--- config.mk ---
export PLATFORM = sky130hd
export DESIGN_NAME = telemetry_rx
export DESIGN_NICKNAME = d
export VERILOG_FILES = /design/src/rtl/telemetry_rx.sv
export SDC_FILE = /design/constraint.sdc
export NUM_CORES = 1
export LEC_CHECK = 0
export ABC_AREA = 1
export BUFFER_PORTS_ARGS = -buffer_cell sky130_fd_sc_hd__buf_2
export CAP_MARGIN = 20
export CORE_MARGIN = 1
export CORE_UTILIZATION = 40
export DETAILED_ROUTE_END_ITERATION = 16
export PLACE_DENSITY = 0.55
export SETUP_SLACK_MARGIN = 0.02
export SYNTH_ARGS = -nofsm -noshare
export SYNTH_HDL_FRONTEND = slang
export SYNTH_SLANG_ARGS = --single-unit
--- constraint.sdc ---
create_clock -name clk -period 1.9 [get_ports clk]
set_input_delay 0.095 -clock clk [delete_from_list [all_inputs] [get_ports clk]]
set_output_delay 0.095 -clock clk [all_outputs]
set_load 0.1 [all_outputs]
--- src/rtl/telemetry_rx.sv ---
// Byte-level parser for the 8-byte e-bike telemetry frame (AA 55 Bh Bl Ch Cl Th Tl).
// Publishes the three 12-bit readings atomically and flags framing errors, gaps and stale data.
module telemetry_rx #(
  parameter int unsigned BYTE_TO   = 65535,
  parameter int unsigned STALE_CYC = 3145728
) (
  input  logic        clk,
  input  logic        rst_n,
  input  logic        rx_rdy,
  input  logic [7:0]  rx_data,
  output logic        clr_rdy,
  output logic [11:0] batt_v,
  output logic [11:0] avg_curr,
  output logic [11:0] avg_torque,
  output logic        frm_vld,
  output logic        frm_err,
  output logic        stale,
  output logic [7:0]  err_cnt
);

  typedef enum logic [2:0] {
    StHunt,
    StSync2,
    StBHi,
    StBLo,
    StCHi,
    StCLo,
    StTHi,
    StTLo
  } state_e;

  localparam logic [15:0] GapLast  = 16'(BYTE_TO - 1);
  localparam logic [21:0] StaleMax = 22'(STALE_CYC);

  state_e      state_q, state_d;
  logic [3:0]  b_hi_q, b_hi_d;
  logic [7:0]  b_lo_q, b_lo_d;
  logic [3:0]  c_hi_q, c_hi_d;
  logic [7:0]  c_lo_q, c_lo_d;
  logic [3:0]  t_hi_q, t_hi_d;
  logic [15:0] gap_q, gap_d;
  logic [21:0] stale_cnt_q, stale_cnt_d;
  logic        stale_q, stale_d;
  logic [11:0] batt_q, curr_q, torq_q;
  logic        vld_q, err_q;
  logic [7:0]  err_cnt_q;
  logic        load, err, timeout;

  assign clr_rdy = rx_rdy;

  // A byte arriving on the would-be timeout edge wins, so timeout requires rx_rdy=0.
  assign timeout = (state_q != StHunt) && !rx_rdy && (gap_q == GapLast);

  always_comb begin
    state_d = state_q;
    b_hi_d  = b_hi_q;
    b_lo_d  = b_lo_q;
    c_hi_d  = c_hi_q;
    c_lo_d  = c_lo_q;
    t_hi_d  = t_hi_q;
    load    = 1'b0;
    err     = 1'b0;
    if (rx_rdy) begin
      unique case (state_q)
        StHunt: begin
          if (rx_data == 8'hAA) state_d = StSync2;
        end
        StSync2: begin
          if (rx_data == 8'h55) begin
            state_d = StBHi;
          end else if (rx_data != 8'hAA) begin
            state_d = StHunt;
            err     = 1'b1;
          end
        end
        StBHi: begin
          if (rx_data[7:4] != 4'h0) begin
            state_d = StHunt;
            err     = 1'b1;
          end else begin
            b_hi_d  = rx_data[3:0];
            state_d = StBLo;
          end
        end
        StBLo: begin
          b_lo_d  = rx_data;
          state_d = StCHi;
        end
        StCHi: begin
          if (rx_data[7:4] != 4'h0) begin
            state_d = StHunt;
            err     = 1'b1;
          end else begin
            c_hi_d  = rx_data[3:0];
            state_d = StCLo;
          end
        end
        StCLo: begin
          c_lo_d  = rx_data;
          state_d = StTHi;
        end
        StTHi: begin
          if (rx_data[7:4] != 4'h0) begin
            state_d = StHunt;
            err     = 1'b1;
          end else begin
            t_hi_d  = rx_data[3:0];
            state_d = StTLo;
          end
        end
        StTLo: begin
          load    = 1'b1;
          state_d = StHunt;
        end
        default: state_d = StHunt;
      endcase
    end else if (timeout) begin
      state_d = StHunt;
      err     = 1'b1;
    end
  end

  always_comb begin
    gap_d = gap_q + 16'd1;
    if (rx_rdy || timeout || (state_q == StHunt)) gap_d = 16'd0;
  end

  // Stale flag is its own register so it can be 1 out of reset while the counter is 0.
  always_comb begin
    stale_cnt_d = stale_cnt_q;
    stale_d     = stale_q;
    if (load) begin
      stale_cnt_d = 22'd0;
      stale_d     = 1'b0;
    end else begin
      if (stale_cnt_q != StaleMax) stale_cnt_d = stale_cnt_q + 22'd1;
      if (stale_cnt_d == StaleMax) stale_d = 1'b1;
    end
  end

  always_ff @(posedge clk or negedge rst_n) begin
    if (!rst_n) begin
      state_q     <= StHunt;
      b_hi_q      <= 4'h0;
      b_lo_q      <= 8'h00;
      c_hi_q      <= 4'h0;
      c_lo_q      <= 8'h00;
      t_hi_q      <= 4'h0;
      gap_q       <= 16'd0;
      stale_cnt_q <= 22'd0;
      stale_q     <= 1'b1;
    end else begin
      state_q     <= state_d;
      b_hi_q      <= b_hi_d;
      b_lo_q      <= b_lo_d;
      c_hi_q      <= c_hi_d;
      c_lo_q      <= c_lo_d;
      t_hi_q      <= t_hi_d;
      gap_q       <= gap_d;
      stale_cnt_q <= stale_cnt_d;
      stale_q     <= stale_d;
    end
  end

  always_ff @(posedge clk or negedge rst_n) begin
    if (!rst_n) begin
      batt_q    <= 12'h000;
      curr_q    <= 12'h000;
      torq_q    <= 12'h000;
      vld_q     <= 1'b0;
      err_q     <= 1'b0;
      err_cnt_q <= 8'h00;
    end else begin
      vld_q <= load;
      err_q <= err;
      if (load) begin
        batt_q <= {b_hi_q, b_lo_q};
        curr_q <= {c_hi_q, c_lo_q};
        torq_q <= {t_hi_q, rx_data};
      end
      if (err && (err_cnt_q != 8'hFF)) err_cnt_q <= err_cnt_q + 8'd1;
    end
  end

  assign batt_v     = batt_q;
  assign avg_curr   = curr_q;
  assign avg_torque = torq_q;
  assign frm_vld    = vld_q;
  assign frm_err    = err_q;
  assign stale      = stale_q;
  assign err_cnt    = err_cnt_q;

endmodule

======== After elaboration in Yosys (flattened, before gate mapping) ========
Cells that the tools add are included.
storage, ports and cells
  bits in registers ....................... 116
  input port bits ......................... 11
  output and inout bits ................... 48
  word-level logic and storage cells ...... 76
operators by class
  add/sub/neg operators ................... 3
  eq/ne operators ......................... 16
  multiplexer cells ....................... 23
  bitwise gates (word level) .............. 1
  reduce and logical (&&, ||, !) cells .... 18
operators with widths
  kind                   count
  $mux 22                3
  $pmux 3 s8             1
  $add 22x1->22 const B  1
  $eq 22x22->1 const B   1
  $ne 22x22->1 const B   1
  $mux 3                 7
  $add 16x1->16 const B  1
  $eq 16x16->1 const B   1
  $mux 16                1
  $ne 8x8->1 const B     2
  $eq 3x3->1 const B     4
  $reduce_and 3->1       4
  $mux 1                 9
  $add 8x1->8 const B    1
  $eq 8x7->1 const B     1
  $eq 8x8->1 const B     1
  $eq 3x2->1 const B     2
  $ne 4x4->1 const B     1
  $reduce_and 2->1       2
  $reduce_bool 2->1      2
  $reduce_bool 4->1      1
  $eq 3x1->1 const B     1
  $logic_and 1x1->1      3
  $logic_not 3->1        1
  other kinds (8)        9

======== Depth between registers and ports, before layout ========
  depth after elaboration ................. 7
  depth in mapped cells ................... 12
  depth with buffers taken out ............ 12

======== Worst setup path after synthesis ========
OpenSTA, ideal clock, no wires.
  path kind ............................... register -> register
  start point ............................. register err_cnt_q[1] (netlist: err_cnt[1])
  end point ............................... register err_cnt_q[2] (netlist: err_cnt[2])
  library setup time ...................... 67 ps
  arrival ................................. 2,238 ps
  required time ........................... 1,833 ps
  slack ................................... -406 ps
  cell stages (with the launch flop) ...... 8
  buffers on the path ..................... 0
  clock period less this slack ............ 2,306 ps
  cells stage by stage .................... dfrtp_1 ha_1 nand2_1 nor3_1 nand3_1 nand2_4 nand2_1 nand2_1
on the way
  cells in the longest elaborated chain, start to end .. 2
  elaborated cells between the ends (all ways) .. 3
  classes of those cells .................. add/sub (1); eq/ne (1); reduce/logical (1)
ends and longest elaborated chain
  item                                                                 RTL line  source
  from (decl)                                                          46        logic [7:0] err_cnt_q;
  from (signal assigned)                                               181       if (err && (err_cnt_q != 8'hFF)) err_cnt_q <= err_cnt_q + 8'd1;
  parallel branches: the longest is 2 deep, another holds $add 8x1->8  -
Parallel ways; which one is timed is not known.
A chain may end at the register's enable or synchronous reset.

======== Worst setup path in the final report ========
  start point ............................. register stale_cnt_q[0]
  end point ............................... register stale_q (netlist: stale)
on the way
  cells in the longest elaborated chain, start to end .. 5
  elaborated cells between the ends (all ways) .. 6
  classes of those cells .................. add/sub (1); eq/ne (2); mux (2); reduce/logical (1)
ends and longest elaborated chain
  item                                           RTL line  source
  from (decl)                                    42        logic [21:0] stale_cnt_q, stale_cnt_d;
  from (signal assigned)                         160       stale_cnt_q <= stale_cnt_d;
  $add 22x1->22 or $ne 22x22->1 (tied branches)  136       if (stale_cnt_q != StaleMax) stale_cnt_d = stale_cnt_q + 22'd1;
  $mux 22 *                                      136
  $mux 22 *                                      132       if (load) begin
  $eq 22x22->1 *                                 137       if (stale_cnt_d == StaleMax) stale_d = 1'b1;
  $reduce_bool 2->1 (no line) *                  -
  to (signal assigned)                           161       stale_q <= stale_d;
  to (decl)                                      43        logic stale_q, stale_d;
Every way passes the cells marked *; elsewhere a longest branch is shown, timed or not. The select of a mux whose other input is x is not followed.

==> summary.txt <==
Run status
  – Status: finished clean

Logic synthesis
  – Syn avg cell area: 8.76 um^2
  – Synth area leaders: dfrtp_1 52%, nand2_1 9.7%, nor2_1 6.1%, mux2_2 5.5%, nand3_1 3.7%
  – Synth area leader: dfrtp_1
  – Share of the synthesized area in the top cell type: 51.8%
  – Mapped cell area: 0.00555 mm^2
  – Synth cell count leaders: 143 x nand2_1, 115 x dfrtp_1, 90 x nor2_1
  – Ys flop type: dfrtp_1
  – Syn_nets: 650
  – Synth warn: 0
  – Top-count cell post-synth: nand2_1
  – Async S/R FF share, synth: 100%
  – Synth Register Bits: 116
  – Seq/Total Area, Yosys: 52.3%
  – Synth unique cells: 36
  – Synthesized instance count: 634
  – Post-synth EDFFs: 0

Final layout
  – Register area: 0.00293 mm^2
  – Layout filler cell count: 1261
  – Final #Nets: 734
  – Layout cells sized above 1: 27.9%
  – ANT cells: 0
  – Area of the multi-input gates: 0.00245 mm^2
  – P&R area growth vs syn: 23.5%

STA
  – Max-slew violations: 0
  – Minimum clock period: 1.76 ns
  – Crit share post-route: 92.6%
  – Worst slew pin tran: 0.525 ns
  – Final setup margin: 0.140 ns
  – Hold violation count in the final report: 0
  – Relative slew margins: 64.9%
  – RSZ-0062 raised after global routing: true
  – Fmax: 568 MHz
  – Clock Skews: 0.0103 ns
  – Final TNS setup: 0 ns
  – Final setup vio count: 0

Global route
  – Global-route usage over all layers: 18.8%
  – Grt ovf: 0
  – Largest net degree at the start of global routing: 75
  – Initial antenna violation count: 0
  – First-pass GRT wire length: 21.0 mm
  – Vias in the first global route: 4307

Place
  – DP Worst Slack: 0.0500 ns
  – Placer Congestion: 0.888
  – Buffers on Ports: 58
  – DP HPWL: 8.98 mm

CTS
  – CTS H-tree lvls: 4
  – Reg clk slew, reported paths: 0.06 ns
  – CTS root buffer: clkbuf_16
  – CTS tree: yes
  – CTS Sinks: 116
  – Cts bufs inserted: 17
  – Clock Latency Late Sink: 0.42 ns
  – Bufs on Longest Clock Path: 2

Power
  – Post-route total power: 0.0119 W
  – P_leak: 3.36 nW
  – Peak supply drop: 779 uV
  – Pwr per Cell Area: 1740 mW/mm^2

Drt
  – Residual DRC: 0
  – Vias/cell: 4.90
  – ANT nets after route: 0
  – WL final: 12.5 mm
  – Routed len/inst: 13.8 um
  – Routed vias: 4447
  – Iter 0 DRT Violations: 279
  – Drt pass-1 iters: 5

Floorplan
  – Initial Util: 41.4%
  – Die W: 120 um
  – I/O pins: 59
  – Die Area: 0.0144 mm^2
  – Core area: 0.0134 mm^2
  – Die H: 120 um
  – Row count: 42

Setup path
  – Critical Path End Type: register
  – Critical Path RT: 2.24 ns
  – Max Fanout on Critical Path: 5
  – CP Launch Type: register
  – Worst Setup SP: stale_cnt_q[0]
  – Reg-to-Reg Start: stale_cnt_q[0]
  – CP arrival: 2.10 ns
  – Kind of critical path: reg2reg

Hold path
  – Hold_sp: rx_data[5]
  – Hold WC Path Type: in2reg

Flow run
  – Max-Cap Viols: 0
==> repair_timing <==
action,in CTS,in global routing
setup buffers,0,3
setup endpoints to repair,0,11
hold buffers,4,0
endpoints found under the hold margin,120,0
gates resized for setup,0,30
==> cell usage in the layout (no fill, tap or decap), drive strengths merged, types with 14 or more instances in the layout <==
| master | Yosys | routed |
|---|---|---|
| a21oi | 27 | 27 |
| buf | 8 | 72 |
| inv | 60 | 67 |
| mux2 | 28 | 28 |
| nor3 | 14 | 14 |
| clkbuf | 3 | 17 |
| nand2 | 152 | 152 |
| o21ai | 39 | 39 |
| dfrtp | 115 | 115 |
| nand3 | 41 | 41 |
| nor2 | 105 | 105 |
==> worst max-delay path: stages (launching register included) <==
cell and delay [ns]:
dfrtp_2 0.46, inv_4 0.11, ha_4 0.14, nand3_1 0.07
nor2_1 0.10, nand3_1 0.14, nand2_2 0.11, nand2_2 0.07
nor2_2 0.11, nand2_1 0.05, nor2_1 0.11, nand3_1 0.07
a21oi_1 0.14
==> final timing paths <==
kind,end,slack [ns],cells past startpoint
max,stale,0.14,12
min,avg_torque[5],0.02,3
max reg2reg,stale,0.14,12
min reg2reg,stale,0.48,2
max in group asynchronous,stale_cnt_q[2],1.08,3
min in group asynchronous,gap_q[7],0.12,2
==> per-stage QoR <==
stage	instance area [um^2]	cells	hold WS [ns]	util (%)
after CTS	6750	904	0.0149	50.4
after detailed placement	6140	868	0.00936	45.8
after global routing	6860	907	0.0313	51.2
after global placement	6140	868	0.00782	45.8
final	6860	907	0.0192	51.2
after floorplan	5570	634	-0.201	-
==> layer usage <==
metal  wire length (um)  track usage, %  vias up
li1                   -               -     2217
met1               5820            25.5     2117
met2               5890            28.5       95
met3                539            4.71       18
met4                228            8.28        0
met5                  0               0        -
==> power by group <==
part / internal, W / switching, W
Sequential: 0.00330 / 0.000745
Clock: 0.00183 / 0.00122
Combinational: 0.00110 / 0.00373
Total: 0.00622 / 0.00570
==> layout make-up <==
cell class              instances  area share (%)
flip-flops and latches        116            42.7
multi-input cells             447            35.7
repair buffers                 76            6.75
clock buffers                  17            6.20
inverters                      60            3.36
well taps                     176            3.21
clock inverters                15            2.12
==> cell families after synthesis <==
logic type	synth area share, %
buf+inv	5.07
flops	52.3
compound gates	7.01
simple gates	26.6
fa+ha+maj	1.13
xor+xnor	2.21
mux	5.68
==> registers in the layout (all words and copies together), names as in the netlist <==
signal and flops:
state_q 3, b_hi_q 4, batt_v 12, frm_vld 1, b_lo_q 8, frm_err 1, stale_cnt_q 22, stale 1
c_lo_q 8, avg_curr 12, c_hi_q 4, avg_torque 12, gap_q 16, t_hi_q 4, err_cnt 8
(Power assumes the default switching activity.)
